$ cat config.mk
export PLATFORM = sky130hd
export DESIGN_NAME = kmeans_centroid_div_flat
export DESIGN_NICKNAME = d
export VERILOG_FILES = /design/src/rtl/kmeans_centroid_div_if.sv /design/src/rtl/kmeans_centroid_div.sv /design/src/flat_wrapper.sv
export SDC_FILE = /design/constraint.sdc
export NUM_CORES = 1
export LEC_CHECK = 0
export BUFFER_PORTS_ARGS = -buffer_cell sky130_fd_sc_hd__buf_2
export CORE_ASPECT_RATIO = 1.25
export CORE_MARGIN = 4
export CORE_UTILIZATION = 50
export CTS_CLUSTER_SIZE = 30
export DETAILED_ROUTE_END_ITERATION = 10
export HOLD_SLACK_MARGIN = 0.1
export PLACE_DENSITY = 0.82
export SYNTH_ARGS = -nofsm -noshare
export SYNTH_HDL_FRONTEND = slang
export SYNTH_SLANG_ARGS = --single-unit
$ cat constraint.sdc
create_clock -name ap_clk -period 10.8 [get_ports ap_clk]
set_input_delay 1.08 -clock ap_clk [delete_from_list [all_inputs] [get_ports ap_clk]]
set_output_delay 1.08 -clock ap_clk [all_outputs]
set_load 0.005 [all_outputs]
$ cat src/rtl/kmeans_centroid_div_if.sv
// Handshake bundle for the k-means centroid divider:
// operand request channel and result response channel.
interface kmeans_centroid_div_if #(
    parameter int DIVIDEND_WIDTH = 32,
    parameter int DIVISOR_WIDTH  = 7
);
    logic                      in_valid;
    logic                      in_ready;
    logic [DIVIDEND_WIDTH-1:0] dividend;
    logic [DIVISOR_WIDTH-1:0]  divisor;
    logic                      out_valid;
    logic                      out_ready;
    logic [DIVIDEND_WIDTH-1:0] quotient;
    logic [DIVIDEND_WIDTH-1:0] remainder;
    logic                      div_by_zero;

    modport master (
        output in_valid, dividend, divisor, out_ready,
        input  in_ready, out_valid, quotient, remainder, div_by_zero
    );

    modport slave (
        input  in_valid, dividend, divisor, out_ready,
        output in_ready, out_valid, quotient, remainder, div_by_zero
    );
endinterface

$ cat src/rtl/kmeans_centroid_div.sv
// Sequential signed-by-unsigned restoring divider for centroid update:
// one shift-subtract step per clock, C truncating semantics.
module kmeans_centroid_div #(
    parameter int DIVIDEND_WIDTH = 32,
    parameter int DIVISOR_WIDTH  = 7
) (
    input logic                  ap_clk,
    input logic                  ap_rst,
    kmeans_centroid_div_if.slave bus
);
    localparam int W  = DIVIDEND_WIDTH;
    localparam int D  = DIVISOR_WIDTH;
    localparam int CW = (W > 1) ? $clog2(W) : 1;

    typedef enum logic [1:0] {IDLE, RUN, DONE} state_t;

    state_t state, state_nx;

    logic [W-1:0]  mag;
    logic [D:0]    prem;
    logic [D-1:0]  dvsr;
    logic          neg;
    logic [CW-1:0] cnt;

    logic [W-1:0] q_r;
    logic [W-1:0] r_r;
    logic         dbz_r;

    logic         take;
    logic [W-1:0] abs_in;
    logic [D:0]   prem_sh;
    logic [D:0]   prem_sub;
    logic         ge;
    logic [W-1:0] q_nx;
    logic [W-1:0] r_ext;

    assign take   = bus.in_valid && bus.in_ready;
    assign abs_in = bus.dividend[W-1] ? (~bus.dividend + 1'b1) : bus.dividend;

    // Magnitude register doubles as the quotient: MSBs shift out, quotient bits shift in.
    always_comb begin
        prem_sh  = {prem[D-1:0], mag[W-1]};
        ge       = (prem_sh >= {1'b0, dvsr});
        prem_sub = ge ? (prem_sh - {1'b0, dvsr}) : prem_sh;
        q_nx     = {mag[W-2:0], ge};
        r_ext    = W'(prem_sub[D-1:0]);
    end

    always_ff @(posedge ap_clk) begin
        if (ap_rst) state <= IDLE;
        else        state <= state_nx;
    end

    always_comb begin
        state_nx = state;
        unique case (state)
            IDLE: if (take) state_nx = (bus.divisor == '0) ? DONE : RUN;
            RUN:  if (cnt == '0) state_nx = DONE;
            DONE: if (bus.out_ready) state_nx = IDLE;
            default: state_nx = IDLE;
        endcase
    end

    always_comb begin
        bus.in_ready  = (state == IDLE);
        bus.out_valid = (state == DONE);
    end

    always_ff @(posedge ap_clk) begin
        if (ap_rst) begin
            mag   <= '0;
            prem  <= '0;
            dvsr  <= '0;
            neg   <= 1'b0;
            cnt   <= '0;
            q_r   <= '0;
            r_r   <= '0;
            dbz_r <= 1'b0;
        end else begin
            unique case (state)
                IDLE: begin
                    if (take) begin
                        mag  <= abs_in;
                        neg  <= bus.dividend[W-1];
                        dvsr <= bus.divisor;
                        prem <= '0;
                        cnt  <= CW'(W - 1);
                        if (bus.divisor == '0) begin
                            q_r   <= '0;
                            r_r   <= '0;
                            dbz_r <= 1'b1;
                        end
                    end
                end
                RUN: begin
                    mag  <= q_nx;
                    prem <= prem_sub;
                    cnt  <= cnt - 1'b1;
                    // Remainder follows the dividend's sign.
                    if (cnt == '0) begin
                        q_r   <= neg ? (~q_nx + 1'b1) : q_nx;
                        r_r   <= neg ? (~r_ext + 1'b1) : r_ext;
                        dbz_r <= 1'b0;
                    end
                end
                default: ;
            endcase
        end
    end

    assign bus.quotient    = q_r;
    assign bus.remainder   = r_r;
    assign bus.div_by_zero = dbz_r;
endmodule
$ cat src/flat_wrapper.sv
// flat-port wrapper written by rule: the top's interface ports become plain ports
module kmeans_centroid_div_flat 
#(
    parameter int DIVIDEND_WIDTH = 32,
    parameter int DIVISOR_WIDTH  = 7
)
  (ap_clk, ap_rst, bus_in_valid, bus_dividend, bus_divisor, bus_out_ready, bus_in_ready, bus_out_valid, bus_quotient, bus_remainder, bus_div_by_zero);
  kmeans_centroid_div_if #(.DIVIDEND_WIDTH(DIVIDEND_WIDTH), .DIVISOR_WIDTH(DIVISOR_WIDTH)) bus_i ();
  input logic ap_clk;
  input logic ap_rst;
  input wire logic [$bits(bus_i.in_valid)-1:0] bus_in_valid;
  input wire logic [$bits(bus_i.dividend)-1:0] bus_dividend;
  input wire logic [$bits(bus_i.divisor)-1:0] bus_divisor;
  input wire logic [$bits(bus_i.out_ready)-1:0] bus_out_ready;
  output wire logic [$bits(bus_i.in_ready)-1:0] bus_in_ready;
  output wire logic [$bits(bus_i.out_valid)-1:0] bus_out_valid;
  output wire logic [$bits(bus_i.quotient)-1:0] bus_quotient;
  output wire logic [$bits(bus_i.remainder)-1:0] bus_remainder;
  output wire logic [$bits(bus_i.div_by_zero)-1:0] bus_div_by_zero;
  assign bus_i.in_valid = bus_in_valid;
  assign bus_i.dividend = bus_dividend;
  assign bus_i.divisor = bus_divisor;
  assign bus_i.out_ready = bus_out_ready;
  assign bus_in_ready = bus_i.in_ready;
  assign bus_out_valid = bus_i.out_valid;
  assign bus_quotient = bus_i.quotient;
  assign bus_remainder = bus_i.remainder;
  assign bus_div_by_zero = bus_i.div_by_zero;
  kmeans_centroid_div #(.DIVIDEND_WIDTH(DIVIDEND_WIDTH), .DIVISOR_WIDTH(DIVISOR_WIDTH)) u_core (.ap_clk(ap_clk), .ap_rst(ap_rst), .bus(bus_i));
endmodule
Word level (Yosys, flattened, before mapping)
Index checks and enable logic that the tools add are counted.

Register bits after elaboration: 119. Output and inout port bits: 67. Word-level logic and storage cells: 58.

$add $sub $neg: 5. Magnitude comparators: 1. Equality and inequality tests: 6. Muxes and demuxes: 25. Bitwise logic cells: 3. Reductions and logical operators: 9.

Operators with widths (count): 2-to-1 mux 32 bit (8); case mux 32 bit (2 select lines) (3); adder 32 x 1 -> 32 bit, second input constant (3); NOT 32 bit (2); NOT 7 -> 32 bit (1); 2-to-1 mux 7 bit (2); case mux 7 bit (2 select lines) (1); case mux 5 bit (2 select lines) (1); >= comparator 8 x 7 -> 1 bit (1); 2-to-1 mux 2 bit (4); zero test 7 bit (1); subtractor 7 bit (1); != test 2 bit, second input constant (3); case mux 2 bit (3 select lines) (1); zero test 5 bit (1); 2-to-1 mux 5 bit (1); subtractor 5 x 1 -> 5 bit, second input constant (1); AND reduction 2 bit (2); AND reduction 4 bit (1); 2-to-1 mux 1 bit (3); AND reduction 3 bit (1); equality test 2 x 1 -> 1 bit, second input constant (1); equality test 2 bit, second input constant (1); zero test 2 bit (1); 4 further kinds (4).

Logic depth before layout (Yosys ltp)
Depth in word-level cells: 7. Depth in mapped cells: 19. Mapped depth without buffers: 17.

Worst setup path after synthesis
OpenSTA, ideal clock, no wires.

Kind: reg2reg. Start: register u_core.dvsr[6]. End: register u_core.q_r[26], in the netlist u_core.bus.quotient[26]. Data arrival time: 3.316 ns. Data required time: 10.675 ns. Slack: 7.359 ns. Stages on the path, launching flop included: 17. Clock period less this slack: 3.441 ns. Cells stage by stage: dfxtp_1 > inv_1 > ha_1 > clkbuf_1 > a211oi_1 > nand2_1 > or2_1 > buf_2 > inv_2 > ha_1 > nand4bb_1 > or4_1 > clkbuf_1 > or3_1 > o21ai_0 > xor2_1 > o21ai_1.

Longest elaborated chain between the ends: 6.

RTL lines: start, declared (line kmeans_centroid_div.sv:21) `logic [D-1:0] dvsr;`; start signal, assigned (line kmeans_centroid_div.sv:85) `dvsr <= bus.divisor;`; >= comparator 8 x 7 -> 1 bit (line kmeans_centroid_div.sv:43) `ge = (prem_sh >= {1'b0, dvsr});`; NOT 32 bit (line kmeans_centroid_div.sv:101) `q_r <= neg ? (~q_nx + 1'b1) : q_nx;`; adder 32 x 1 -> 32 bit (line kmeans_centroid_div.sv:101); 2-to-1 mux 32 bit (line kmeans_centroid_div.sv:101); 2-to-1 mux 32 bit (line kmeans_centroid_div.sv:100) `if (cnt == '0) begin`; case mux 32 bit (2 select lines) (line kmeans_centroid_div.sv:80) `unique case (state)`; end signal, assigned (line kmeans_centroid_div.sv:101); end, declared (line kmeans_centroid_div.sv:25) `logic [W-1:0] q_r;`.

No other way between the ends. The select of a mux whose other input is x is not followed. A chain may end at the register's enable or synchronous reset.

Worst setup path in the final report
Start: register u_core.mag[31]. End: register u_core.q_r[24], in the netlist u_core.bus.quotient[24].

Longest elaborated chain between the ends: 6.

RTL lines: start, declared (line kmeans_centroid_div.sv:19) `logic [W-1:0] mag;`; start signal, assigned (line kmeans_centroid_div.sv:83) `mag <= abs_in;`; start signal, assigned (line kmeans_centroid_div.sv:96) `mag <= q_nx;`; >= comparator 8 x 7 -> 1 bit (line kmeans_centroid_div.sv:43); NOT 32 bit (line kmeans_centroid_div.sv:101); adder 32 x 1 -> 32 bit (line kmeans_centroid_div.sv:101); 2-to-1 mux 32 bit (line kmeans_centroid_div.sv:101); 2-to-1 mux 32 bit (line kmeans_centroid_div.sv:100); case mux 32 bit (2 select lines) (line kmeans_centroid_div.sv:80).

No other way between the ends. The select of a mux whose other input is x is not followed.

==> impl_metrics.ini <==
[clock_tree]
clk_latency_ns = 0.34
cts_resized = 0
cts_setup_buffers = 0
clock-sinks = 100
cts.root.buffer_cell = clkbuf_16
holdBufCountCts = 0
clockBufferDepth = 2
cts_tree = yes
cts-htree-levels = 3
cts.clk_slew.worst_paths_ns = 0.07
numCtsBuffers = 9

[global_route]
grt_usage_pct = 20.1
grt_start_max_net_pins = 68
antenna_found_initial = 0
grt_first_pass_wirelength_um = 22200
grt_pass1_vias = 4616
globalRoute.totalOverflow = 0

[synthesis]
netlist_area_sq_um = 5720
synth.distinct_cells = 59
netlist_instances = 718
yosysSeqAreaShare_pct = 35.0
syn_avg_cell_area_sq_um = 7.97
synth-main-ff-cell = dfxtp_1
yosysWarnings = 0
synth-edff-count = 0
async_flop_share_pct = 0
syn-num-nets = 775
synth-seq-cells = 100

[min_path]
holdPathEnd = u_core.bus.remainder[4]
hold_path_class = reg -> reg
min-delay-start = u_core.bus.remainder[4]
hold_path_depth = 2

[critical_path]
required_ns = 11.00
worstSetupStartpointType = flop
crit_chain = inv_1 -> ha_1 -> inv_1 -> fa_1 -> nand3_1 -> a31oi_1 -> or2_1 -> inv_2 -> ha_1 -> nand4bb_1 -> or4_1 -> or3_1 -> o21ai_0 -> xor2_1 -> o21ai_1
path_max_fanout = 14
regToRegSetupSlack_ns = 6.81
worst_path_max_delay_cell = or4_1
cp.arrival_ns = 4.19
critPathBufInv = 3
critPathMaxStageDelay_ns = 0.55
critical_path.endpoint_type = flop
crit_type = reg -> reg
r2r_end = u_core.bus.quotient[24]
cp_top_family = simple AND/OR/NAND/NOR gates
r2r_cells = 15
startpoint = u_core.mag[31]
timing.rr.start = u_core.mag[31]

[power]
p_leak_nw = 2.72
irDropWorstVdd_mv = 0.0970
power.density_nw_per_um2 = 175
p_int_mw = 0.738
combPwrFrac_pct = 32.0
p_seq_share_pct = 38.0
netSwitchingPower_mw = 0.395
clkPwrFrac_pct = 30.1
p_sw_share_pct = 34.9
p_total_mw = 1.13

[sta]
final_hold_viol_count = 0
tightest_slew_ns = 1.07
skew_ns = 0.00532
finalSetupViolCount = 0
fin_setup_tns_ns = 0
fin_crit_sh_pct = 36.9
fmax_ghz = 0.251
period_minus_slack_ns = 3.99
final-max-slew-violation-count = 0
rsz0062_at_grt = no
maxSlewHeadroom_pct = 28.6

[drt]
wirelength_um = 13500
drt-pass1-iter-count = 5
avgViaCountPerCell = 5.70
remaining_drc_errors = 0
num_vias = 5259
drtIter0Drc = 329
wire_per_inst_um = 14.6
final_antenna_net_count = 0

[cells_and_area]
final_common_cell = buf_2
antenna_cells = 0
layout.nets = 839
drive_gt1_share_pct = 18.7
final_cell_mix = buf_2, nand2_1, dfxtp_1
area_growth_pct = 12.9

[floorplanning]
coreArea_sq_um = 11100
ios = 110
die_h_um = 128
initial_core_util_pct = 51.4
dieArea_sq_um = 13200
std_cell_rows = 43
die_x_um = 104

[placement]
dp_hpwl_um = 9960
globalplace.congestion = 0.981
io_buffers = 109

[outcome]
outcome = finished clean

[run]
maxCapViolations = 0
kinds of logic after synthesis:
group / after synthesis / share of synthesized area [%]
buffers and inverters: 86 / 7.72
muxes: 6 / 1.14
AOI/OAI and AO/OA: 191 / 20.9
and+or+nand+nor: 256 / 22.1
DFF: 100 / 35.0
xor gates and xnor gates: 65 / 9.95
adders and majority gates: 14 / 3.19
state kept, by name, indices dropped and copies added, names as in the netlist:
signal	cells
u_core.mag	32
u_core.neg	1
u_core.bus.div_by_zero	1
u_core.prem	7
u_core.bus.quotient	32
u_core.dvsr	7
u_core.bus.remainder	13
u_core.state	2
u_core.cnt	5
through the flow:
stage | instance area [sq um] | util, % | std cells | setup slack [ns] | hold WS [ns]
2_1_floorplan | 5720 | - | 718 | 7.36 | 0.434
3_3_place_gp | 6140 | 55.2 | 906 | 7.00 | 0.430
3_5_place_dp | 6140 | 55.2 | 906 | 6.83 | 0.435
4_1_cts | 6460 | 58.0 | 922 | 6.83 | 0.449
5_1_grt | 6460 | 58.0 | 922 | 6.51 | 0.472
6_report | 6460 | 58.0 | 922 | 6.81 | 0.447
worst max path at each step:
stage / end / slack (ns) / depth (start not counted)
6_report: u_core.bus.quotient[24] / 6.81 / 15
5_1_grt: u_core.bus.quotient[24] / 6.51 / 12
4_1_cts: u_core.bus.quotient[26] / 6.83 / 15
3_5_place_dp: u_core.bus.quotient[26] / 6.83 / 15
3_3_place_gp: u_core.bus.quotient[24] / 7.00 / 15
2_1_floorplan: u_core.bus.quotient[26] / 7.36 / 16
final cells by class:
cell class	count	area, sq um
fillers	1019	4680
multi-input cells	532	3280
flip-flops and latches	100	2000
repair buffers	117	606
clock buffers	11	233
well taps	135	169
clock inverters	5	83.8
inverters	22	82.6
tightest hold or removal path, delay by kind of cell, from the launching register on:
kind,cells,cell delay (ns)
and+or+nand+nor,2,0.10
DFF,1,0.32
Yosys cell counts (19+ instances only):
cell | count | area, sq um
xor2_1 | 46 | 403
o21ai_0 | 48 | 240
inv_1 | 21 | 78.8
xnor2_1 | 19 | 166
o31ai_1 | 21 | 158
nand2_1 | 101 | 379
a21oi_1 | 42 | 210
dfxtp_1 | 100 | 2000
nor2_1 | 53 | 199
buf_4 | 20 | 150
clkbuf_1 | 30 | 113
power groups by stage:
stage	Sequential (mW)	Combinational (mW)	Clock, mW
after floorplan	0.428	0.279	0
after global placement	0.436	0.353	0
after detailed placement	0.437	0.358	0
after CTS	0.429	0.361	0.345
after global routing	0.434	0.405	0.361
final	0.430	0.363	0.341
per-layer routing:
metal | global-route usage, % | vias up | wire, um | part of all wire (%)
met4 | 6.26 | 0 | 201 | 1.5
li1 | - | 2652 | - | -
met5 | 0 | - | 0 | 0
met3 | 3.99 | 14 | 859 | 6.4
met1 | 26.2 | 2435 | 5990 | 44
met2 | 33.7 | 158 | 6440 | 48
Power figures use the tool's default switching activity.
